**config.mk**
```make
export PLATFORM = sky130hd
export DESIGN_NAME = bin_batch_arbiter_flat
export DESIGN_NICKNAME = d
export VERILOG_FILES = /design/src/rtl/bin_batch_arbiter_if.sv /design/src/rtl/bin_batch_arbiter.sv /design/src/flat_wrapper.sv
export SDC_FILE = /design/constraint.sdc
export NUM_CORES = 1
export LEC_CHECK = 0
export BUFFER_PORTS_ARGS = -buffer_cell sky130_fd_sc_hd__buf_4
export CAP_MARGIN = 15
export CORE_ASPECT_RATIO = 0.7
export CORE_UTILIZATION = 35
export DETAILED_ROUTE_END_ITERATION = 8
export PLACE_DENSITY = 0.67
export SLEW_MARGIN = 20
export SYNTH_ARGS = -nofsm -noshare
export SYNTH_HDL_FRONTEND = slang
export SYNTH_SLANG_ARGS = --single-unit
```
**constraint.sdc**
```tcl
create_clock -name clk -period 2.54 [get_ports clk]
set_input_delay 0.127 -clock clk [delete_from_list [all_inputs] [get_ports clk]]
set_output_delay 0.127 -clock clk [all_outputs]
set_load 0.1 [all_outputs]
```
**src/rtl/bin_batch_arbiter_if.sv**
```systemverilog
// bin_batch_arbiter_if
//   Request/grant and output handshake bundle for the bin-manager batch
//   arbiter.
//   master : arbiter side (drives grant/output/status, samples requests)
//   slave  : requester/downstream side (drives requests, data and ready)
// Signals:
//   req_i        [NUM]        request per requester
//   data_i       [NUM*WIDTH]  requester k data at [k*WIDTH +: WIDTH]
//   grant_o      [NUM]        one-hot accept strobe (combinational)
//   data_o       [WIDTH]      registered output data
//   valid_o                   data_o holds an unconsumed entry
//   ready_i                   downstream accepts data_o
//   busy_o                    a batch is being served
//   batch_done_o              one-cycle pulse after a batch ends
//   served_cnt_o [CNT_W]      grants issued in the current/last batch
interface bin_batch_arbiter_if #(
  parameter int NUM   = 8,
  parameter int WIDTH = 5,
  parameter int CNT_W = $clog2(NUM) + 1
);
  logic [NUM-1:0]       req_i;
  logic [NUM*WIDTH-1:0] data_i;
  logic [NUM-1:0]       grant_o;
  logic [WIDTH-1:0]     data_o;
  logic                 valid_o;
  logic                 ready_i;
  logic                 busy_o;
  logic                 batch_done_o;
  logic [CNT_W-1:0]     served_cnt_o;

  modport master (
    input  req_i, data_i, ready_i,
    output grant_o, data_o, valid_o, busy_o, batch_done_o, served_cnt_o
  );

  modport slave (
    output req_i, data_i, ready_i,
    input  grant_o, data_o, valid_o, busy_o, batch_done_o, served_cnt_o
  );
endinterface

```
**src/rtl/bin_batch_arbiter.sv**
```systemverilog
// bin_batch_arbiter
//   Shares one WIDTH-bit output channel among NUM requesters. Active
//   requests are snapshotted into a batch while idle, then served
//   lowest-index-first, one per cycle, into a 1-entry registered output
//   with a valid/ready handshake. Requests arriving mid-batch wait for the
//   next batch.
// Ports:
//   clk  - clock
//   rst  - synchronous active-high reset
//   bus  - bin_batch_arbiter_if.master (requests, grant, output, status)
module bin_batch_arbiter #(
  parameter int NUM   = 8,
  parameter int WIDTH = 5,
  parameter int CNT_W = $clog2(NUM) + 1
) (
  input  logic                 clk,
  input  logic                 rst,
  bin_batch_arbiter_if.master  bus
);
  localparam int IDX_W = $clog2(NUM);

  typedef enum logic [1:0] {
    ST_IDLE = 2'd0,
    ST_BUSY = 2'd1
  } state_t;

  state_t            state_r;
  logic [NUM-1:0]    pending_r;
  logic [WIDTH-1:0]  data_r;
  logic              valid_r;
  logic              done_pend_r;
  logic              batch_done_r;
  logic [CNT_W-1:0]  served_r;

  logic [NUM-1:0]    live_s;
  logic [NUM-1:0]    onehot_s;
  logic [NUM-1:0]    remain_s;
  logic [NUM-1:0]    grant_s;
  logic [IDX_W-1:0]  sel_s;
  logic [WIDTH-1:0]  sel_data_s;
  logic              load_s;

  // Withdrawn requests drop out of the batch; the output slot can take a
  // new entry when empty or being drained this cycle.
  assign live_s     = pending_r & bus.req_i;
  assign load_s     = !valid_r || bus.ready_i;
  assign onehot_s   = {{(NUM-1){1'b0}}, 1'b1} << sel_s;
  assign remain_s   = live_s & ~onehot_s;
  assign sel_data_s = bus.data_i[sel_s*WIDTH +: WIDTH];

  // Lowest-index live requester; scanning downward lets the lowest win.
  always_comb begin
    sel_s = {IDX_W{1'b0}};
    for (int i = NUM - 1; i >= 0; i--) begin
      if (live_s[i]) begin
        sel_s = IDX_W'(i);
      end else begin
        sel_s = sel_s;
      end
    end
  end

  // Grant strobe: only while serving a batch and the output slot can load.
  always_comb begin
    grant_s = {NUM{1'b0}};
    if (!rst && (state_r == ST_BUSY) && (live_s != {NUM{1'b0}}) && load_s) begin
      grant_s = onehot_s;
    end else begin
      grant_s = {NUM{1'b0}};
    end
  end

  // Batch FSM, pending snapshot, output register and status counters.
  always_ff @(posedge clk) begin
    if (rst) begin
      state_r      <= ST_IDLE;
      pending_r    <= {NUM{1'b0}};
      data_r       <= {WIDTH{1'b0}};
      valid_r      <= 1'b0;
      done_pend_r  <= 1'b0;
      batch_done_r <= 1'b0;
      served_r     <= {CNT_W{1'b0}};
    end else begin
      // Batch end is flagged first, then presented as a one-cycle pulse.
      batch_done_r <= done_pend_r;
      done_pend_r  <= 1'b0;
      case (state_r)
        ST_IDLE: begin
          if (valid_r && bus.ready_i) begin
            valid_r <= 1'b0;
          end
          if (bus.req_i != {NUM{1'b0}}) begin
            pending_r <= bus.req_i;
            served_r  <= {CNT_W{1'b0}};
            state_r   <= ST_BUSY;
          end
        end
        ST_BUSY: begin
          if (live_s == {NUM{1'b0}}) begin
            // Everything withdrawn: end the batch without a grant.
            state_r     <= ST_IDLE;
            pending_r   <= {NUM{1'b0}};
            done_pend_r <= 1'b1;
            if (valid_r && bus.ready_i) begin
              valid_r <= 1'b0;
            end
          end else if (load_s) begin
            data_r    <= sel_data_s;
            valid_r   <= 1'b1;
            pending_r <= remain_s;
            served_r  <= served_r + CNT_W'(1);
            if (remain_s == {NUM{1'b0}}) begin
              state_r     <= ST_IDLE;
              done_pend_r <= 1'b1;
            end
          end else begin
            // Output stalled: keep the batch but forget withdrawn requests.
            pending_r <= live_s;
          end
        end
        default: begin
          state_r   <= ST_IDLE;
          pending_r <= {NUM{1'b0}};
        end
      endcase
    end
  end

  assign bus.grant_o      = grant_s;
  assign bus.data_o       = data_r;
  assign bus.valid_o      = valid_r;
  assign bus.busy_o       = (state_r == ST_BUSY);
  assign bus.batch_done_o = batch_done_r;
  assign bus.served_cnt_o = served_r;
endmodule

```
**src/flat_wrapper.sv**
```systemverilog
// flat-port wrapper written by rule: the top's interface ports become plain ports
module bin_batch_arbiter_flat 
#(
  parameter int NUM   = 8,
  parameter int WIDTH = 5,
  parameter int CNT_W = $clog2(NUM) + 1
)
  (clk, rst, bus_req_i, bus_data_i, bus_ready_i, bus_grant_o, bus_data_o, bus_valid_o, bus_busy_o, bus_batch_done_o, bus_served_cnt_o);
  bin_batch_arbiter_if #(.NUM(NUM), .WIDTH(WIDTH), .CNT_W(CNT_W)) bus_i ();
  input  logic clk;
  input  logic rst;
  input wire logic [$bits(bus_i.req_i)-1:0] bus_req_i;
  input wire logic [$bits(bus_i.data_i)-1:0] bus_data_i;
  input wire logic [$bits(bus_i.ready_i)-1:0] bus_ready_i;
  output wire logic [$bits(bus_i.grant_o)-1:0] bus_grant_o;
  output wire logic [$bits(bus_i.data_o)-1:0] bus_data_o;
  output wire logic [$bits(bus_i.valid_o)-1:0] bus_valid_o;
  output wire logic [$bits(bus_i.busy_o)-1:0] bus_busy_o;
  output wire logic [$bits(bus_i.batch_done_o)-1:0] bus_batch_done_o;
  output wire logic [$bits(bus_i.served_cnt_o)-1:0] bus_served_cnt_o;
  assign bus_i.req_i = bus_req_i;
  assign bus_i.data_i = bus_data_i;
  assign bus_i.ready_i = bus_ready_i;
  assign bus_grant_o = bus_i.grant_o;
  assign bus_data_o = bus_i.data_o;
  assign bus_valid_o = bus_i.valid_o;
  assign bus_busy_o = bus_i.busy_o;
  assign bus_batch_done_o = bus_i.batch_done_o;
  assign bus_served_cnt_o = bus_i.served_cnt_o;
  bin_batch_arbiter #(.NUM(NUM), .WIDTH(WIDTH), .CNT_W(CNT_W)) u_core (.clk(clk), .rst(rst), .bus(bus_i));
endmodule
```
==> results.md, run 1 <==
- Vias in the first global route: 1464
- Xor/xnor share of the synthesized area: 0%
- Worst-Skew Late Latency: 270 ps
- Post-CTS Hold Buffers: 0
- Slew at the pin closest to its max-slew limit: 690 ps
- Tcrit/Tclk final: 92.6%
- Max Cap Viol: 0
- Adder-cell share of the synthesized area: 2.25%
- Status: completed
- Critical Path RT: 2410 ps
- Reg clk slew, reported paths: 80 ps
- Hold crit path type: in -> reg
- Finished Layout Cells: 303
- Die X: 80.2 um
- DRC violations left: 0
- WHS: 147 ps
- Core Util, Final: 54.0%
- Commonest cells after routing, fill and taps aside: buf_4, nand2_1, mux2i_1, dfxtp_1
- Placed cell count: 299
- Synth top area cells: dfxtp_1, mux2i_1, nand2_1
- # setup viols final: 0
- DP HPWL: 3.52 mm
- Yosys top cell by area: dfxtp_1
- Worst R2R Start: u_core.pending_r[6]
- Mean post-synth cell area: 8.33 sq um
- Post-synthesis sequential area ratio: 28.0%
- Primary FF master, synth: dfxtp_1
- FF+latch count, synth: 21
- Syn-to-layout area delta: 44.7%
- First-pass GRT wire length: 7.16 mm
- CTS Buf Count: 3
- Initial Util: 37.3%
- FFs w/ async S/R, synth: 0%
- Largest family of logic cells by synthesized area: compound AO/OA/AOI/OAI gates
- Grt ovf: 0
- YS warnings: 0
- Net Sw Frac: 43.5%
- Vias per cell: 5.45
- Netlist cell types: 43
- Mux cell area share after synthesis: 17.1%
- Antenna violations before repair: 0
- N_diodes: 0
- Nets: 304
- DR WL met2: 1.88 mm
- Max Used Layer: met4
- Worst setup margin: 187 ps
- Pin count of the biggest net entering global routing: 18
- Mapped Area: 1500 sq um
- DRT Pass-1 Iters: 4
- Register Area: 422 sq um
- Comb pwr share: 49.0%
- Pwr Total: 1.24 mW
- Die H: 56.8 um
- P_leak: 0.988 nW
- Post-synth top area share: 28.0%
- H-tree lvl count: 1
- Total track usage: 20.7%
- Slew headroom: 54.0%
- Setup crit start: u_core.pending_r[1]
- Syn_nets: 232
- Fmax: 425 MHz
- Commonest non-fill, non-tap cell in the layout: buf_4
- Max clock buf depth: 2
- Pint: 0.699 mW
- IO Port Bufs: 70
- Final ANT Viol Nets: 0
- Psw: 0.538 mW
- Clock root cell: clkbuf_8
- Final WL: 4.45 mm
- Synth Area in Compound Gates: 29.4%
- Setup CP Type: reg -> out
- Number of flops mapped to enable cells by yosys: 0
- Post-CTS resize count: 0
- Critical path endpoint category: primary output
- Multi-input gate area: 1070 sq um
- Endpoints failing hold: 0
- DIE AREA: 4550 sq um
- DR WL met3: 224 um
- Post-CTS Setup Bufs: 0
- DR iter-0 viols: 53
- Boundary Pins: 71
- Vias: 1651
- CTS tree: yes
- Final Skew: 4.48 ps
- Worst VDD drop: 0.000307 V
- Layout cell share with drive strength beyond 1: 39.8%
- FP Rows: 19
- WP data arrival: 2230 ps
- Clock power share: 18.6%
- Crit Path Max Fanout: 10
- Place WS: 459 ps
- RSZ-0062 raised after global routing: false
- Core area: 4020 sq um
- Wl on met1: 2.31 mm
- Routed len/inst: 14.7 um
- Startpoint types: flop
- FILL cells: 366
- RD Place Congestion: 0.841
- Synth Area in Simple Gates: 19.4%
- Sink Count: 21
- Seq pwr share: 32.4%
- Fin. max-slew vios: 0
- Hold_sp: bus_req_i[3]
- Syn Inst Count: 180
- Tmin final: 2350 ps
- Power per Cell Area: 570 nW/um^2
## path summary, 6_finish.rpt
path | endpoint | slack [ps] | cells past startpoint
max | bus_grant_o[7] | 190 | 5
min | u_core.pending_r[3] | 150 | 3
max reg2reg | u_core.bus.data_o[4] | 420 | 6
min reg2reg | u_core.bus.batch_done_o | 440 | 1
## sequential cells by signal, summed over array words and instances (netlist names)
register / count
u_core.bus.valid_o: 1
u_core.done_pend_r: 1
u_core.pending_r: 8
u_core.bus.served_cnt_o: 4
u_core.bus.data_o: 5
u_core.state_r: 1
u_core.bus.batch_done_o: 1
## stage by stage
step | setup TNS, ps | area [sq um]
after floorplan | -502 | 1550
after global placement | 0 | 2120
after detailed placement | 0 | 2120
after CTS | 0 | 2170
after global routing | 0 | 2170
final | 0 | 2170
## critical path, stage by stage (launching register included)
cell	delay, ps
dfxtp_1	360
a22oi_2	410
and2_1	240
nand4_1	360
nor3_4	270
buf_4	310
## power groups by stage
stage	registers, mW	clock network, mW	logic, mW
after floorplan	0.565	0	0.283
after global placement	0.408	0	0.602
after detailed placement	0.407	0	0.605
after CTS	0.400	0.237	0.605
after global routing	0.407	0.251	0.644
final	0.401	0.230	0.606
## per-layer routing
metal	track usage [%]	vias up
met5	0	-
met4	5.36	0
met3	4.39	4
met2	29.7	53
met1	30.7	770
li1	-	824
## synth_stat cells, types with 4 or more instances
library cell   n
o221ai_1       5
clkbuf_1       5
mux2i_1       20
inv_1          4
dfxtp_1       21
o21ai_0        7
a21oi_1       11
mux2_2         5
nand3_1        5
a2bb2oi_1      5
nand2_1       26
nor3_1         4
nor2_1        14
## layout make-up
type                            instances  share of cell area, %
Multi-Input combinational cell        148                   49.2
Timing Repair Buffer                   74                   25.6
Sequential cell                        21                   19.4
Tap cell                               52                   3.00
Clock buffer                            4                   2.08
Inverter                                4                  0.692
## cells by family (layout without fill, tap and decap cells)
family | Yosys count | after routing
multiplexers | 25 | 25
flip-flops | 21 | 21
AO/OA/AOI/OAI | 57 | 57
buffers and inverters | 11 | 82
adder cells (fa/ha/maj) | 3 | 3
AND/OR/NAND/NOR | 63 | 63
Note: power is estimated with default switching activity, not from simulation.
==> run 2, diff against run 1 <==
Settings changed: CELL_PAD_IN_SITES_DETAIL_PLACEMENT from default to 0, CELL_PAD_IN_SITES_GLOBAL_PLACEMENT from default to 2, CORE_MARGIN from default to 2, CORE_UTILIZATION 35 to 25, PLACE_DENSITY 0.67 to 0.83.
==> results.md, run 2 (same netlist as run 1, synthesis figures left out) <==
- Status: completed
- CP max stage delay: 370 ps (-40 ps)
- WP data arrival: 2140 ps (-90 ps)
- Psw: 0.557 mW (+3.4%)
- Slew headroom: 63.8% (+9.9 points)
- Pint: 0.698 mW (-0.10%)
- Syn-to-layout area delta: 47.2%
- Worst-Skew Late Latency: 280 ps (about the same)
- DRT Pass-1 Iters: 5 (+1)
- Worst R2R Start: u_core.pending_r[5]
- Nets: 305 (+0.33%)
- Seq pwr share: 31.8% (-0.6 points)
- WHS: 142 ps (-5.02 ps)
- RD Place Congestion: 0.808 (-3.9%)
- CTS tree: yes
- Boundary Pins: 71 (unchanged)
- Top Family by Delay on Critical Path: simple AND/OR/NAND/NOR gates
- Clock power share: 19.2% (+0.6 points)
- Comb pwr share: 49.0% (about the same)
- Final WL: 5.29 mm (+19%)
- Endpoints failing hold: 0 (unchanged)
- Worst VDD drop: 0.000176 V (-43%)
- Sink Count: 21 (unchanged)
- Commonest non-fill, non-tap cell in the layout: buf_4
- Fmax: 442 MHz (+3.9%)
- FILL cells: 601 (+64%)
- Reg2reg path depth: 5 (-1)
- Commonest cells after routing, fill and taps aside: buf_4, nand2_1, mux2i_1, dfxtp_1
- M3 GR Usage: 3.70% (-0.69 points)
- Vias in the first global route: 1439 (-1.7%)
- Placed cell area: 2160 sq um (+1.7%)
- CTS Buf Count: 3 (unchanged)
- Post-CTS Hold Buffers: 0 (unchanged)
- GR Layer Usage met2: 18.7% (-11 points)
- Max Cap Viol: 0 (unchanged)
- CP bufs+invs: 1 (unchanged)
- M1 GR Usage: 26.7% (-4.0 points)
- DIE AREA: 6640 sq um (+46%)
- Core area: 5760 sq um (+43%)
- Finished Layout Cells: 327 (+7.9%)
- Setup CP Type: reg -> out
- H-tree lvl count: 1 (unchanged)
- Final Skew: 4.80 ps (+0.325 ps)
- DRC violations left: 0 (unchanged)
- Flop2flop setup slack: 350 ps (-70 ps)
- Die X: 96.6 um (+20%)
- Critical path endpoint category: primary output
- Slowest cell on the critical path: dfxtp_1
- IO Port Bufs: 70 (unchanged)
- Routed len/inst: 16.2 um (+10%)
- Initial Util: 26.0% (-11 points)
- GR peak layer: met1
- Clock root cell: clkbuf_8
- Register Area: 422 sq um (unchanged)
- RSZ-0062 raised after global routing: false
- Max clock buf depth: 2 (unchanged)
- Setup crit start: u_core.pending_r[2]
- Fin. max-slew vios: 0 (unchanged)
- Post-CTS Setup Bufs: 0 (unchanged)
- Vias per cell: 5.04 (-7.5%)
- Grt ovf: 0 (unchanged)
- Net Sw Frac: 44.4% (+0.85 points)
- Power per Cell Area: 569 nW/um^2 (-0.24%)
- Tcrit/Tclk final: 89.2% (-3.5 points)
- N_diodes: 0 (unchanged)
- Startpoint types: flop
- Capture point of the worst path: bus_grant_o[7]
- Reg2reg end: u_core.bus.data_o[0]
- P_leak: 0.993 nW (+0.48%)
- Vias: 1649 (-0.12%)
- First-pass GRT wire length: 7.82 mm (+9.4%)
- CP cell instances: a22oi_2 -> and2_1 -> nand4_1 -> nor3_4 -> buf_4
- Critical Path RT: 2410 ps (about the same)
- Crit Path Max Fanout: 7 (-3)
- Multi-input gate area: 1070 sq um (unchanged)
- Die H: 68.8 um (+21%)
- FP Rows: 23 (+4)
- Top reg by flops: u_core.pending_r
- Largest register FFs: 8 (unchanged)
- Reg clk slew, reported paths: 90 ps (about the same)
- # setup viols final: 0 (unchanged)
- Layout cell share with drive strength beyond 1: 40.1% (+0.24 points)
- Total track usage: 15.7% (-4.9 points)
- DR iter-0 viols: 107 (+100%)
- Pin count of the biggest net entering global routing: 18 (unchanged)
- Final ANT Viol Nets: 0 (unchanged)
- Antenna violations before repair: 0 (unchanged)
- Placed cell count: 323 (+8.0%)
- Critical path depth in cells: 5 (unchanged)
- Post-CTS resize count: 0 (unchanged)
- Hold crit path type: in -> reg
- DP HPWL: 4.27 mm (+21%)
- Slew at the pin closest to its max-slew limit: 541 ps (-149 ps)
- Tmin final: 2260 ps (-88.8 ps)
- Design area: 2210 sq um (+1.7%)
-- run 2: cell types whose count changed in the layout (fill, tap and decap cells not counted), sizes merged --
cell	before	now
buf	74	75
-- run 2: area by class of cell --
class / count / share of cell area, %
Clock buffer: 4 / 2.04
Timing Repair Buffer: 75 / 25.5
Sequential cell: 21 / 19.1
Multi-Input combinational cell: 148 / 48.4
Inverter: 4 / 0.681
Tap cell: 75 / 4.25
-- run 2: how the worst min path moves through the flow --
| stage | start | to | slack [ps] | cells past startpoint |
|---|---|---|---|---|
| after CTS | bus_req_i[6] | u_core.pending_r[6] | 140 | 3 |
| after floorplan | bus_req_i[1] | u_core.pending_r[1] | 260 | 2 |
| after global routing | bus_req_i[5] | u_core.pending_r[5] | 140 | 3 |
| after global placement | u_core.done_pend_r | u_core.bus.batch_done_o | 430 | 1 |
| after detailed placement | bus_req_i[6] | u_core.pending_r[6] | 420 | 3 |
| final | bus_req_i[7] | u_core.pending_r[7] | 140 | 3 |
-- run 2: metal layers --
metal / part of all wire, % / routed length, um
met2: 41 / 2150
met1: 52 / 2750
met4: 0.87 / 46
met5: 0 / 0
met3: 6.7 / 354
-- run 2: worst reg2reg max path, stage by stage (launching register included) --
cell and delay, ps:
dfxtp_1 340, a22oi_1 360, nand2b_1 280, a21boi_1 520, mux2_2 430, o221ai_1 180
-- run 2: metrics by stage --
stage / util [%] / setup TNS, ps / power, mW / setup slack (ps)
floorplan: - / -502 / 0.847 / -194
global placement: 37.5 / 0 / 1.02 / 440
detailed placement: 37.5 / 0 / 1.02 / 402
CTS: 38.3 / 0 / 1.26 / 288
global route: 38.3 / 0 / 1.32 / 155
finish: 38.3 / 0 / 1.25 / 276
-- run 2: power groups by stage --
stage	Clock, mW	Combinational [mW]	Sequential (mW)
2_1_floorplan	0	0.283	0.565
3_3_place_gp	0	0.618	0.406
3_5_place_dp	0	0.614	0.406
4_1_cts	0.245	0.614	0.399
5_1_grt	0.259	0.657	0.406
6_report	0.241	0.615	0.399
